[config.mk]
export PLATFORM = sky130hd
export DESIGN_NAME = alu_cycle_seq_flat
export DESIGN_NICKNAME = d
export VERILOG_FILES = /design/src/rtl/alu_cycle_seq_pkg.sv /design/src/rtl/alu_cycle_seq_if.sv /design/src/rtl/alu_cycle_seq.sv /design/src/flat_wrapper.sv
export SDC_FILE = /design/constraint.sdc
export NUM_CORES = 1
export LEC_CHECK = 0
export CORE_AREA = 2 2 39 41
export DETAILED_ROUTE_END_ITERATION = 10
export DIE_AREA = 0 0 41 43
export GPL_ROUTABILITY_DRIVEN = 0
export SLEW_MARGIN = 20
export SYNTH_ARGS = -nofsm -noshare
export SYNTH_HDL_FRONTEND = slang
export SYNTH_SLANG_ARGS = --single-unit
[constraint.sdc]
create_clock -name clk -period 3.45 [get_ports clk]
set_clock_uncertainty 0.05 [all_clocks]
set_input_delay 0.345 -clock clk [delete_from_list [all_inputs] [get_ports clk]]
set_output_delay 0.345 -clock clk [all_outputs]
set_load 0.05 [all_outputs]
[src/rtl/alu_cycle_seq_pkg.sv]
// Shared types for the multi-cycle ALU sequencer: op kind, FSM state, default cycle counts.
// Latency: n/a (types and constants only).
// Backpressure: n/a.
package alu_cycle_seq_pkg;

   // How many cycles the ALU needs for the op that decode is presenting.
   typedef enum logic [1:0] {
      ACK_SINGLE = 2'd0,
      ACK_MUL    = 2'd1,
      ACK_DIV    = 2'd2
   } Alu_cycle_kind;

   typedef enum logic {
      ST_IDLE = 1'b0,
      ST_RUN  = 1'b1
   } seq_state_e;

   // Total cycles per op, issue cycle included.
   localparam int MUL_CYCLES_DEF = 4;
   localparam int DIV_CYCLES_DEF = 32;

   function automatic int max_int(input int a, input int b);
      return (a > b) ? a : b;
   endfunction

endpackage

[src/rtl/alu_cycle_seq_if.sv]
// Decode <-> sequencer bus: issue request and stall/flush in, ALU sequencing fields out.
// Latency: n/a (wiring only).
// Backpressure: stall_req tells decode to hold; stall_in freezes the sequencer.
interface alu_cycle_seq_if;
   import alu_cycle_seq_pkg::*;

   logic          issue_en;
   Alu_cycle_kind issue_kind;
   logic          stall_in;
   logic          flush;
   logic          done_early;
   logic          multi_cycle;
   logic          last_cycle;
   logic          stall_req;
   logic          busy;

   // Decode / pipeline control side.
   modport master (
      output issue_en, issue_kind, stall_in, flush, done_early,
      input  multi_cycle, last_cycle, stall_req, busy
   );

   // Sequencer side.
   modport slave (
      input  issue_en, issue_kind, stall_in, flush, done_early,
      output multi_cycle, last_cycle, stall_req, busy
   );

endinterface

[src/rtl/alu_cycle_seq.sv]
// Sequences multi-cycle ALU ops (mul/div): drives multi_cycle/last_cycle and holds decode via stall_req.
// Latency: outputs are combinational from state/cnt and the issue inputs; an op spans N cycles from accept.
// Backpressure: stall_in freezes state and count; flush aborts; optional ALU_EARLY_OUT_EN honours done_early.
module alu_cycle_seq
   import alu_cycle_seq_pkg::*;
#(
   parameter int MUL_CYCLES = MUL_CYCLES_DEF,
   parameter int DIV_CYCLES = DIV_CYCLES_DEF,
   parameter int CNT_W      = $clog2(max_int(MUL_CYCLES, DIV_CYCLES))
) (
   input  logic         clk,
   input  logic         reset,
   alu_cycle_seq_if.slave bus
);

   // Both op lengths include the issue cycle and at least one RUN cycle.
   generate
      if (MUL_CYCLES < 2) begin : g_bad_mul
         $error("alu_cycle_seq: MUL_CYCLES must be >= 2");
      end
      if (DIV_CYCLES < 2) begin : g_bad_div
         $error("alu_cycle_seq: DIV_CYCLES must be >= 2");
      end
   endgenerate

   seq_state_e       state;
   logic [CNT_W-1:0] cnt;        // remaining RUN cycles after the current one
   logic             is_multi;
   logic             accept;
   logic [CNT_W-1:0] load_val;

   // Decide whether decode's op starts a multi-cycle sequence this cycle and how long it runs.
   always_comb begin
      is_multi = (bus.issue_kind == ACK_MUL) || (bus.issue_kind == ACK_DIV);
      accept   = reset && (state == ST_IDLE) && bus.issue_en && is_multi &&
                 !bus.stall_in && !bus.flush;
      load_val = (bus.issue_kind == ACK_DIV) ? CNT_W'(DIV_CYCLES - 2)
                                             : CNT_W'(MUL_CYCLES - 2);
   end

`ifdef ALU_EARLY_OUT_EN
   logic early_hit;
   // ALU finished ahead of the nominal count: make the next cycle the last one.
   always_comb early_hit = bus.done_early && (cnt > CNT_W'(1));
`endif

   // State and down-counter; flush wins over everything, stall_in freezes RUN.
   always_ff @(posedge clk or negedge reset) begin
      if (!reset) begin
         state <= ST_IDLE;
         cnt   <= '0;
      end else if (bus.flush) begin
         state <= ST_IDLE;
         cnt   <= '0;
      end else if (accept) begin
         state <= ST_RUN;
         cnt   <= load_val;
      end else if ((state == ST_RUN) && !bus.stall_in) begin
         if (cnt == '0) begin
            state <= ST_IDLE;
         end
`ifdef ALU_EARLY_OUT_EN
         else if (early_hit) begin
            cnt <= '0;
         end
`endif
         else begin
            cnt <= cnt - 1'b1;
         end
      end
   end

   // Sequencing fields: the accept cycle only raises stall_req; RUN covers cycles 2..N.
   always_comb begin
      bus.busy        = (state == ST_RUN);
      bus.multi_cycle = (state == ST_RUN);
      bus.last_cycle  = (state == ST_RUN) && (cnt == '0);
      bus.stall_req   = (state == ST_RUN) ? (cnt != '0) : accept;
   end

   // Decode must not present a new op while it is being told to hold.
   issue_during_hold_a: assert property (@(posedge clk) disable iff (!reset)
      !((state == ST_RUN) && bus.stall_req && !bus.flush && bus.issue_en));

endmodule

[src/flat_wrapper.sv]
// flat-port wrapper written by rule: the top's interface ports become plain ports
module alu_cycle_seq_flat import alu_cycle_seq_pkg::*;
#(
   parameter int MUL_CYCLES = MUL_CYCLES_DEF,
   parameter int DIV_CYCLES = DIV_CYCLES_DEF,
   parameter int CNT_W      = $clog2(max_int(MUL_CYCLES, DIV_CYCLES))
)
  (clk, reset, bus_issue_en, bus_issue_kind, bus_stall_in, bus_flush, bus_done_early, bus_multi_cycle, bus_last_cycle, bus_stall_req, bus_busy);
  alu_cycle_seq_if bus_i ();
  input  logic clk;
  input  logic reset;
  input wire logic [$bits(bus_i.issue_en)-1:0] bus_issue_en;
  input wire logic [$bits(bus_i.issue_kind)-1:0] bus_issue_kind;
  input wire logic [$bits(bus_i.stall_in)-1:0] bus_stall_in;
  input wire logic [$bits(bus_i.flush)-1:0] bus_flush;
  input wire logic [$bits(bus_i.done_early)-1:0] bus_done_early;
  output wire logic [$bits(bus_i.multi_cycle)-1:0] bus_multi_cycle;
  output wire logic [$bits(bus_i.last_cycle)-1:0] bus_last_cycle;
  output wire logic [$bits(bus_i.stall_req)-1:0] bus_stall_req;
  output wire logic [$bits(bus_i.busy)-1:0] bus_busy;
  assign bus_i.issue_en = bus_issue_en;
  assign bus_i.issue_kind = bus_issue_kind;
  assign bus_i.stall_in = bus_stall_in;
  assign bus_i.flush = bus_flush;
  assign bus_i.done_early = bus_done_early;
  assign bus_multi_cycle = bus_i.multi_cycle;
  assign bus_last_cycle = bus_i.last_cycle;
  assign bus_stall_req = bus_i.stall_req;
  assign bus_busy = bus_i.busy;
  alu_cycle_seq #(.MUL_CYCLES(MUL_CYCLES), .DIV_CYCLES(DIV_CYCLES), .CNT_W(CNT_W)) u_core (.clk(clk), .reset(reset), .bus(bus_i));
endmodule
# After elaboration in Yosys (flattened, before gate mapping)
# Cells that the tools add are included.
totals:
  register_bits: 6
  elab_cells: 33
  in_bits: 8
  out_inout_bits: 4
op_classes:
  add_sub_neg: 1
  bitwise_logic: 1
  n_mux: 10
  n_eq_ne: 3
  reduce_logical: 16
ops:
  columns: ["cell", "n"]
  rows:
  - ["$mux W5", 5]
  - ["$logic_and A1 B1 Y1", 7]
  - ["$reduce_bool A3 Y1", 2]
  - ["$logic_not A5 Y1", 1]
  - ["$mux W1", 5]
  - ["$reduce_bool A5 Y1", 1]
  - ["$sub A5 B1 Y5 const B", 1]
  - ["$reduce_and A2 Y1", 2]
  - ["$ne A3 B2 Y1 const B", 1]
  - ["$eq A2 B1 Y1 const B", 1]
  - ["$eq A2 B2 Y1 const B", 1]
  - ["$logic_not A1 Y1", 2]
  - ["$logic_or A1 B1 Y1", 1]
  - ["$not A1 Y1", 1]

# Depth between registers and ports, before layout
# Gate-level depths: netlist of the first run.
logic_depth:
  ltp_word: 8
  ltp_mapped: 7
  mapped_depth_nobuf: 6

# Worst setup path after synthesis of the first run
# OpenSTA, ideal clock, no wires.
synth_path:
  path_type: "flip-flop to output port"
  start: "register u_core.cnt[0]"
  end: "output bus_last_cycle"
  n_path_buf: 1
  slack_ns: 1.224
  t_required_ns: 3.055
  arrival_ns: 1.831
  stages_incl_launch_ff: 6
  cell_sequence: "dfrtp_1 -> inv_1 -> ha_1 -> or4b_1 -> buf_2 -> nor2_1"
synth_between:
  elab_chain_len: 2
synth_rtl:
  columns: ["item", "line", "rtl"]
  rows:
  - ["start: declaration", "alu_cycle_seq.sv:27", "logic [CNT_W-1:0] cnt;"]
  - ["start signal: assignment", "alu_cycle_seq.sv:57", "cnt <= load_val;"]
  - ["start signal: assignment", "alu_cycle_seq.sv:68", "cnt <= cnt - 1'b1;"]
  - ["$logic_not A5 Y1", "alu_cycle_seq.sv:77", "bus.last_cycle = (state == ST_RUN) && (cnt == '0);"]
  - ["$logic_and A1 B1 Y1", "alu_cycle_seq.sv:77", null]
  - ["end: declaration", "flat_wrapper.sv:18", "output wire logic [$bits(bus_i.last_cycle)-1:0] bus_last_cycle;"]
# Every way passes these cells.

# Worst setup path in the final report of the first run
layout_path:
  start: "input bus_issue_kind[0]"
  end: "output bus_stall_req"
layout_between:
  elab_chain_len: 6
  elab_cells_between_ends: 7
  cone_classes: "2 x eq/ne; 1 x mux; 4 x reduce/logical"
layout_rtl:
  columns: ["item", "line", "rtl"]
  rows:
  - ["start: declaration", "flat_wrapper.sv:13", "input wire logic [$bits(bus_i.issue_kind)-1:0] bus_issue_kind;"]
  - ["$eq A2 B1 Y1 or $eq A2 B2 Y1 (tied branches)", "alu_cycle_seq.sv:34", "is_multi = (bus.issue_kind == ACK_MUL) || (bus.issue_kind == ACK_DIV);"]
  - ["$logic_or A1 B1 Y1 *", "alu_cycle_seq.sv:34", null]
  - ["$logic_and A1 B1 Y1 * (2 in series)", "alu_cycle_seq.sv:35", "accept = reset && (state == ST_IDLE) && bus.issue_en && is_multi &&"]
  - ["$logic_and A1 B1 Y1 *", "alu_cycle_seq.sv:36", "!bus.stall_in && !bus.flush;"]
  - ["$mux W1 *", "alu_cycle_seq.sv:78", "bus.stall_req = (state == ST_RUN) ? (cnt != '0) : accept;"]
  - ["end: declaration", "flat_wrapper.sv:19", "output wire logic [$bits(bus_i.stall_req)-1:0] bus_stall_req;"]
# Mark *: on every way between the ends. The rest lies on a longest branch, timed or not.

==> flow_metrics.env, run 1 <==
export IMPL_synth_compound_area_frac=0.0954
export IMPL_hold_viol=0
export IMPL_cp_start_kind="input pin"
export IMPL_avgSynthCellArea_um2=9.28
export IMPL_wire_per_inst_um=10.5
export IMPL_synth_top_family_by_area="simple AND/OR/NAND/NOR gates"
export IMPL_cts_buffers=3
export IMPL_status="completed"
export IMPL_diodes=0
export IMPL_path_common_cell="clkdlybuf4s50_1"
export IMPL_met1_usage=0.135
export IMPL_end_kind="primary output"
export IMPL_syn_area_um2=380
export IMPL_dp_hpwl_um=580
export IMPL_coreArea_um2=1380
export IMPL_worstReg2RegEnd="u_core.cnt[1]"
export IMPL_ys_seq_elements=6
export IMPL_slowest_stage="clkdlybuf4s50_1"
export IMPL_synthAdderAreaFrac=0.0658
export IMPL_yosys_warnings=0
export IMPL_vdd_ir_drop_max_uv=144
export IMPL_synthCells=41
export IMPL_cts_resized=0
export IMPL_num_fill_cells=148
export IMPL_r2r_cells=6
export IMPL_worst_slew_pin_slew_ns=0.496
export IMPL_grt_util_met2=0.163
export IMPL_fp_dieW_um=41
export IMPL_rrSetupSlack_ns=1.52
export IMPL_grt_max_degree=8
export IMPL_fmax_ghz=0.348
export IMPL_final_area_um2=518
export IMPL_yosysSeqAreaShare=0.395
export IMPL_grt_overflow_total=0
export IMPL_leakage_nw=0.247
export IMPL_dp_slack_ns=0.538
export IMPL_cts_tree="yes"
export IMPL_postCtsSetupRepairBufs=0
export IMPL_num_rows=14
export IMPL_crit_chain="clkdlybuf4s50_1, inv_1, ha_1, nor4b_1, nand3_1, nand2_1, clkdlybuf4s50_1"
export IMPL_drtPass1Iterations=4
export IMPL_totalWireLength_um=725
export IMPL_setup_viol=0
export IMPL_drc=0
export IMPL_rsz0062_at_grt="false"
export IMPL_port_buffers=10
export IMPL_ios=12
export IMPL_cts_htree_levels=1
export IMPL_critical_path_class="input pin to primary output"
export IMPL_grt_first_pass_wirelength_mm=1.29
export IMPL_drv_cap=0
export IMPL_p_per_area_nw_per_um2=328
export IMPL_viasPerCell=4.65
export IMPL_num_vias=321
export IMPL_grt_antenna_before_repair=0
export IMPL_timing_final_crit_share=0.832
export IMPL_synthSimpleGateAreaFrac=0.237
export IMPL_cp_required_ns=3.05
export IMPL_min_period_ns=2.87
export IMPL_grt_total_usage=0.115
export IMPL_max_slew_margin=0.668
export IMPL_stdcell_count=69
export IMPL_path_clk_slew_ns=0.05
export IMPL_crit_arrival_ns=2.48
export IMPL_cts_root_buf="clkbuf_4"
export IMPL_fin_nets=65
export IMPL_finalPower_w=0.000170
export IMPL_synthToLayoutAreaGrowth_pct=36.2
export IMPL_syn_nets=51
export IMPL_grt_use_met3=0.0314
export IMPL_grt_pass1_vias=324
export IMPL_drt_antenna_violating_nets=0
export IMPL_critPathMaxFanout=2
export IMPL_min_path_type="input pin to asynchronous set/reset pin"
export IMPL_ys_types=22
export IMPL_first_iter_violations=2
export IMPL_dieArea_um2=1760
export IMPL_cts_hold_buffers_added=0
export IMPL_slew_violations=0
export IMPL_cts_sinks=6
export IMPL_cts_max_path_buffers=2
export IMPL_die_h_um=43
export IMPL_initial_core_util=0.275
export IMPL_synthMuxAreaShare=0.0559
export IMPL_placed_area_um2=495
export IMPL_drive_above_1_share=0.132
export IMPL_layout_setup_ws_ns=0.578
export IMPL_fin_tns_setup_ns=0
export IMPL_placedCellCount=66
export IMPL_insertion_delay_ns=0.25
export IMPL_r2r_start="u_core.cnt[0]"
export IMPL_cp_slowest_stage_delay_ns=0.79
export IMPL_synth_xor_area_share=0.0691
export IMPL_grt_busiest_layer="met2"
-- sequential cells by signal, indices dropped and copies added, names as in the netlist --
register	count
u_core.bus.busy	1
u_core.cnt	5
-- how the worst max path moves through the flow --
stage / startpoint / endpoint / slack, ns / cells past startpoint
floorplan: u_core.cnt[0] / bus_last_cycle / 1.22 / 5
global placement: bus_issue_kind[0] / bus_stall_req / 0.56 / 7
finish: bus_issue_kind[0] / bus_stall_req / 0.58 / 7
detailed placement: bus_issue_kind[0] / bus_stall_req / 0.54 / 7
global route: bus_issue_kind[0] / bus_stall_req / 0.40 / 7
CTS: bus_issue_kind[0] / bus_stall_req / 0.54 / 7
-- area by class of cell --
class,count,area [um2],share of cell area
tap,16,20.0,0.0386
clock buffer,3,22.5,0.0435
timing repair buffer,11,108,0.208
sequential,6,150,0.290
multi-input combinational,28,199,0.384
inverter,5,18.8,0.0362
-- power by group --
part / internal [W] / total, W / switching [W]
combinational: 0.0000136 / 0.0000290 / 0.0000154
sequential: 0.0000721 / 0.0000734 / 0.00000133
clock: 0.0000395 / 0.0000676 / 0.0000281
-- synthesized netlist by cell type --
cell type / instances / area (um2)
mux2_2: 1 / 11.3
and2b_2: 1 / 8.76
buf_2: 1 / 5.00
o21bai_1: 1 / 7.51
o31ai_1: 1 / 7.51
mux2i_1: 1 / 10.0
or4b_1: 1 / 10.0
a21oi_1: 3 / 15.0
nor2_1: 4 / 15.0
nand2_1: 2 / 7.51
buf_4: 1 / 7.51
and3b_1: 1 / 8.76
ha_1: 2 / 25.0
nand3_1: 3 / 15.0
nor3_1: 1 / 5.00
dfrtp_1: 6 / 150
a31oi_1: 1 / 6.26
inv_1: 5 / 18.8
nor4b_1: 1 / 8.76
xnor2_1: 1 / 8.76
nand2_4: 1 / 11.3
xor2_1: 2 / 17.5
-- metrics by stage --
stage / util / hold WS, ns
2_1_floorplan: - / -0.000591
3_5_place_dp: 0.358 / 0.573
3_3_place_gp: 0.358 / 0.573
5_1_grt: 0.374 / 0.318
6_report: 0.374 / 0.299
4_1_cts: 0.374 / 0.319
-- critical path: cells and delay by family --
family	cells	cell delay [ns]
adders and majority gates	1	0.28
and+or+nand+nor	3	0.56
buffers and inverters	3	1.28
-- cell usage in the layout, fill, tap and decap left out --
| cell | n |
|---|---|
| a21oi_1 | 3 |
| a31oi_1 | 1 |
| and2b_2 | 1 |
| and3b_1 | 1 |
| buf_4 | 1 |
| clkbuf_4 | 3 |
| clkdlybuf4s50_1 | 10 |
| dfrtp_1 | 6 |
| ha_1 | 2 |
| inv_1 | 5 |
| mux2_2 | 1 |
| mux2i_1 | 1 |
| nand2_1 | 2 |
| nand2_4 | 1 |
| nand3_1 | 3 |
| nor2_1 | 4 |
| nor3_1 | 1 |
| nor4b_1 | 1 |
| o21bai_1 | 1 |
| o31ai_1 | 1 |
| or4b_1 | 1 |
| xnor2_1 | 1 |
| xor2_1 | 2 |
-- cell families after synthesis --
group,Yosys count
AOI/OAI and AO/OA,6
xor gates and xnor gates,3
adders and majority gates,2
buffers and inverters,7
DFF,6
muxes,2
and+or+nand+nor,15
-- per-layer routing --
metal	wire length (um)	up-vias
met5	0	-
met4	20	0
met3	20	2
met2	359	6
met1	324	151
li1	-	162
(Power assumes the default switching activity.)
==> run 2, diff against run 1 <==
- clock period: 3.45 -> 2.44 ns (I/O delays scaled with it)
==> run 2 against run 1 <==
Against the previous run:
- sequential share of layout area fell by 1.1 points
- register-to-register slack got worse by 1.1 ns
- clock power rose by 29%
- combinational power rose by 50%
- hold slack got worse by 0.087 ns
- die area did not move
- utilization rose by 1.4 points
- via count fell by 0.93%
- global-route usage fell by 0.51 points
- critical path depth fell by 2
- routed wire length fell by 3.2%
==> flow_metrics.env, run 2 (synthesized netlist as in run 1, its figures left out) <==
export IMPL_status="completed"
export IMPL_cts_sinks=6
export IMPL_cts_hold_buffers_added=0
export IMPL_rrSetupSlack_ns=0.46
export IMPL_cts_tree="yes"
export IMPL_port_buffers=10
export IMPL_multi_input_area_um2=199
export IMPL_fin_tns_setup_ns=0
export IMPL_drv_cap=0
export IMPL_num_vias=318
export IMPL_cp_start_kind="flip-flop"
export IMPL_vdd_ir_drop_max_uv=208
export IMPL_fmax_ghz=0.456
export IMPL_fin_nets=65
export IMPL_grt_antenna_before_repair=0
export IMPL_diodes=0
export IMPL_path_clk_slew_ns=0.04
export IMPL_placedCellCount=66
export IMPL_first_iter_violations=1
export IMPL_layout_commonest_cell="clkdlybuf4s50_1"
export IMPL_setup_viol=0
export IMPL_end_kind="primary output"
export IMPL_die_h_um=43
export IMPL_num_rows=14
export IMPL_max_slew_margin=0.672
export IMPL_slew_violations=0
export IMPL_critical_path_class="flip-flop to primary output"
export IMPL_cts_resized=0
export IMPL_drt_antenna_violating_nets=0
export IMPL_synthToLayoutAreaGrowth_pct=41.4
export IMPL_leakage_nw=0.257
export IMPL_postCtsSetupRepairBufs=0
export IMPL_largest_register_ffs=5
export IMPL_final_cell_mix="clkdlybuf4s50_1, dfrtp_1, inv_1"
export IMPL_totalWireLength_um=702
export IMPL_insertion_delay_ns=0.24
export IMPL_critPathMaxFanout=6
export IMPL_seq_area_um2=150
export IMPL_drc=0
export IMPL_initial_core_util=0.275
export IMPL_min_period_ns=2.19
export IMPL_crit_arrival_ns=1.90
export IMPL_drive_above_1_share=0.170
export IMPL_num_fill_cells=137
export IMPL_grt_first_pass_wirelength_mm=1.26
export IMPL_viasPerCell=4.61
export IMPL_layout_setup_ws_ns=0.248
export IMPL_min_path_type="input pin to asynchronous set/reset pin"
export IMPL_grt_pass1_vias=323
export IMPL_grt_overflow_total=0
export IMPL_hold_viol=0
export IMPL_timing_final_crit_share=0.898
export IMPL_fp_dieW_um=41
export IMPL_ios=12
export IMPL_drtPass1Iterations=2
export IMPL_cts_max_path_buffers=2
export IMPL_dp_slack_ns=0.367
export IMPL_dp_hpwl_um=600
export IMPL_grt_max_degree=8
export IMPL_wire_per_inst_um=10.2
export IMPL_grt_total_usage=0.110
export IMPL_stdcell_count=69
export IMPL_cts_htree_levels=1
export IMPL_dieArea_um2=1760
export IMPL_cts_root_buf="clkbuf_4"
export IMPL_cts_buffers=3
export IMPL_top_register="u_core.cnt"
export IMPL_worst_slew_pin_slew_ns=0.490
export IMPL_coreArea_um2=1380
export IMPL_p_per_area_nw_per_um2=436
export IMPL_rsz0062_at_grt="false"
export IMPL_cp_required_ns=2.15
run 2: changes by cell type in the layout (fill, tap and decap cells not counted), sizes merged:
| cell | previous run | this run |
|---|---|---|
| buf | 1 | 3 |
| clkdlybuf4s50 | 10 | 8 |
run 2: stage by stage:
stage                     hold WS, ns  utilization  instance area (um2)  total power, W
after floorplan                -0.102            -                  380        0.000128
after global placement          0.469        0.373                  515        0.000149
after detailed placement        0.466        0.373                  515        0.000149
after CTS                       0.219        0.389                  538        0.000236
after global routing            0.218        0.389                  538        0.000249
final                           0.212        0.389                  538        0.000235
run 2: routing by layer:
metal,vias to the layer above,wire length [um],global-route usage
li1,161,-,-
met1,151,298,0.125
met2,6,379,0.166
met3,0,24,0.0471
met4,0,0,0.0600
met5,-,0,0
run 2: path summary, 6_finish.rpt:
check                                start               to  cells past startpoint
min                                  reset    u_core.cnt[0]                      1
min in group clk           u_core.bus.busy  u_core.bus.busy                      2
max                          u_core.cnt[0]   bus_last_cycle                      5
min reg2reg                u_core.bus.busy  u_core.bus.busy                      2
max reg2reg                  u_core.cnt[0]    u_core.cnt[1]                      6
max in group asynchronous            reset  u_core.bus.busy                      1
run 2: where the power goes:
part           switching [W]  internal, W
Clock              0.0000321    0.0000554
Sequential        0.00000188     0.000102
Combinational      0.0000221    0.0000213
run 2: area by class of cell:
cell class	instances	area share
timing repair buffer	11	0.237
tap	16	0.0372
sequential	6	0.279
multi-input combinational	28	0.370
clock buffer	3	0.0419
inverter	5	0.0349
run 2: worst max-delay path: stages (launching register included):
cell and delay (ns):
dfrtp_1 0.41, inv_1 0.07, ha_1 0.18, or4b_1 0.60
nor2_1 0.24, buf_12 0.17
==> run 3, diff against run 2 <==
- HOLD_SLACK_MARGIN: default -> 0.12
- REMOVE_ABC_BUFFERS: default -> 1
==> run 3 against run 2 <==
Against the previous run:
- via count rose by 0.94%
- fmax fell by 0.20%
- critical path depth did not move
- total power fell by 0.95%
- non-clock buffer count did not move
- sequential share of layout area did not move
==> flow_metrics.env, run 3 (synthesized netlist as in run 1, its figures left out) <==
export IMPL_status="completed"
export IMPL_grt_max_degree=8
export IMPL_top_register="u_core.cnt"
export IMPL_layout_commonest_cell="clkdlybuf4s50_1"
export IMPL_fin_nets=65
export IMPL_grt_pass1_vias=312
export IMPL_path_clk_slew_ns=0.05
export IMPL_r2r_start="u_core.cnt[0]"
export IMPL_ios=12
export IMPL_crit_arrival_ns=1.90
export IMPL_drt_antenna_violating_nets=0
export IMPL_end_kind="primary output"
export IMPL_cts_buffers=3
export IMPL_grt_overflow_total=0
export IMPL_grt_util_met2=0.175
export IMPL_met1_usage=0.123
export IMPL_cts_htree_levels=1
export IMPL_drc=0
export IMPL_cts_resized=0
export IMPL_grt_busiest_layer="met2"
export IMPL_leakage_nw=0.257
export IMPL_initial_core_util=0.275
export IMPL_setup_viol=0
export IMPL_rrSetupSlack_ns=0.48
export IMPL_vdd_ir_drop_max_uv=148
export IMPL_postCtsSetupRepairBufs=0
export IMPL_largest_register_ffs=5
export IMPL_cp_start_kind="flip-flop"
export IMPL_critPathMaxFanout=6
export IMPL_insertion_delay_ns=0.23
export IMPL_crit_chain="inv_1, ha_1, or4b_1, nor2_1, buf_12"
export IMPL_worst_slew_pin_slew_ns=0.500
export IMPL_cpLargestDelayFamily="simple AND/OR/NAND/NOR gates"
export IMPL_cp_required_ns=2.15
export IMPL_crit_cells=5
export IMPL_cts_max_path_buffers=2
export IMPL_rsz0062_at_grt="false"
export IMPL_r2r_cells=6
export IMPL_first_iter_violations=2
export IMPL_endpoint="bus_last_cycle"
export IMPL_critical_path_class="flip-flop to primary output"
export IMPL_slew_violations=0
export IMPL_worstReg2RegEnd="u_core.cnt[1]"
export IMPL_crit_start="u_core.cnt[0]"
export IMPL_fp_dieW_um=41
export IMPL_coreArea_um2=1380
export IMPL_die_h_um=43
export IMPL_totalWireLength_um=721
export IMPL_placed_area_um2=515
export IMPL_min_period_ns=2.20
export IMPL_fin_tns_setup_ns=0
export IMPL_dp_hpwl_um=619
export IMPL_slowest_stage="or4b_1"
export IMPL_num_rows=14
export IMPL_grt_first_pass_wirelength_mm=1.26
export IMPL_diodes=0
export IMPL_timing_final_crit_share=0.900
export IMPL_min_path_type="input pin to asynchronous set/reset pin"
export IMPL_cts_sinks=6
export IMPL_fmax_ghz=0.455
export IMPL_p_per_area_nw_per_um2=432
export IMPL_final_area_um2=538
export IMPL_drive_above_1_share=0.170
export IMPL_grt_antenna_before_repair=0
export IMPL_grt_use_met3=0.0157
export IMPL_drtPass1Iterations=2
export IMPL_num_vias=321
export IMPL_cp_slowest_stage_delay_ns=0.61
export IMPL_port_buffers=10
export IMPL_viasPerCell=4.65
export IMPL_cts_hold_buffers_added=0
export IMPL_synthToLayoutAreaGrowth_pct=41.4
export IMPL_cts_tree="yes"
export IMPL_crit_buf_inv=2
export IMPL_dieArea_um2=1760
export IMPL_grt_total_usage=0.107
export IMPL_wire_per_inst_um=10.4
export IMPL_hold_viol=0
export IMPL_final_cell_mix="clkdlybuf4s50_1, dfrtp_1, inv_1"
export IMPL_max_slew_margin=0.666
export IMPL_drv_cap=0
export IMPL_cts_root_buf="clkbuf_4"
## run 3: report_power, final
| part | total (W) | switching, W | internal [W] |
|---|---|---|---|
| combinational | 0.0000437 | 0.0000226 | 0.0000211 |
| clock | 0.0000850 | 0.0000298 | 0.0000552 |
| sequential | 0.000104 | 0.00000178 | 0.000102 |
## run 3: per-layer routing
layer / vias up / part of all wire
met5: - / 0
met4: 0 / 0
met3: 0 / 0.022
met2: 6 / 0.55
met1: 149 / 0.43
li1: 166 / -
## run 3: layout make-up
type	count	area, um2
Clock buffer	3	22.5
Fill cell	144	846
Inverter	5	18.8
Multi-Input combinational cell	28	199
Sequential cell	6	150
Tap cell	16	20.0
Timing Repair Buffer	11	128
## run 3: worst register-to-register path, stage by stage, from the launching register on
cell,delay [ns]
dfrtp_1,0.40
inv_1,0.07
ha_1,0.18
or4b_1,0.61
nand2_4,0.12
mux2_2,0.33
a21oi_1,0.13
## run 3: worst min-delay path by stage
stage	startpoint	endpoint	slack [ns]	depth (start not counted)
3_3_place_gp	reset	u_core.cnt[0]	0.47	1
2_1_floorplan	reset	u_core.bus.busy	-0.10	0
3_5_place_dp	reset	u_core.bus.busy	0.48	1
6_report	reset	u_core.bus.busy	0.22	1
5_1_grt	reset	u_core.bus.busy	0.23	1
4_1_cts	reset	u_core.bus.busy	0.23	1
## run 3: stage by stage
| stage | hold WS (ns) | total power (W) | util | std cells | setup slack [ns] |
|---|---|---|---|---|---|
| after CTS | 0.225 | 0.000237 | 0.389 | 69 | 0.226 |
| final | 0.216 | 0.000232 | 0.389 | 69 | 0.244 |
| after detailed placement | 0.475 | 0.000150 | 0.373 | 66 | 0.358 |
| after global placement | 0.468 | 0.000149 | 0.373 | 66 | 0.368 |
| after global routing | 0.232 | 0.000245 | 0.389 | 69 | 0.179 |
| after floorplan | -0.102 | 0.000126 | - | 39 | 0.294 |
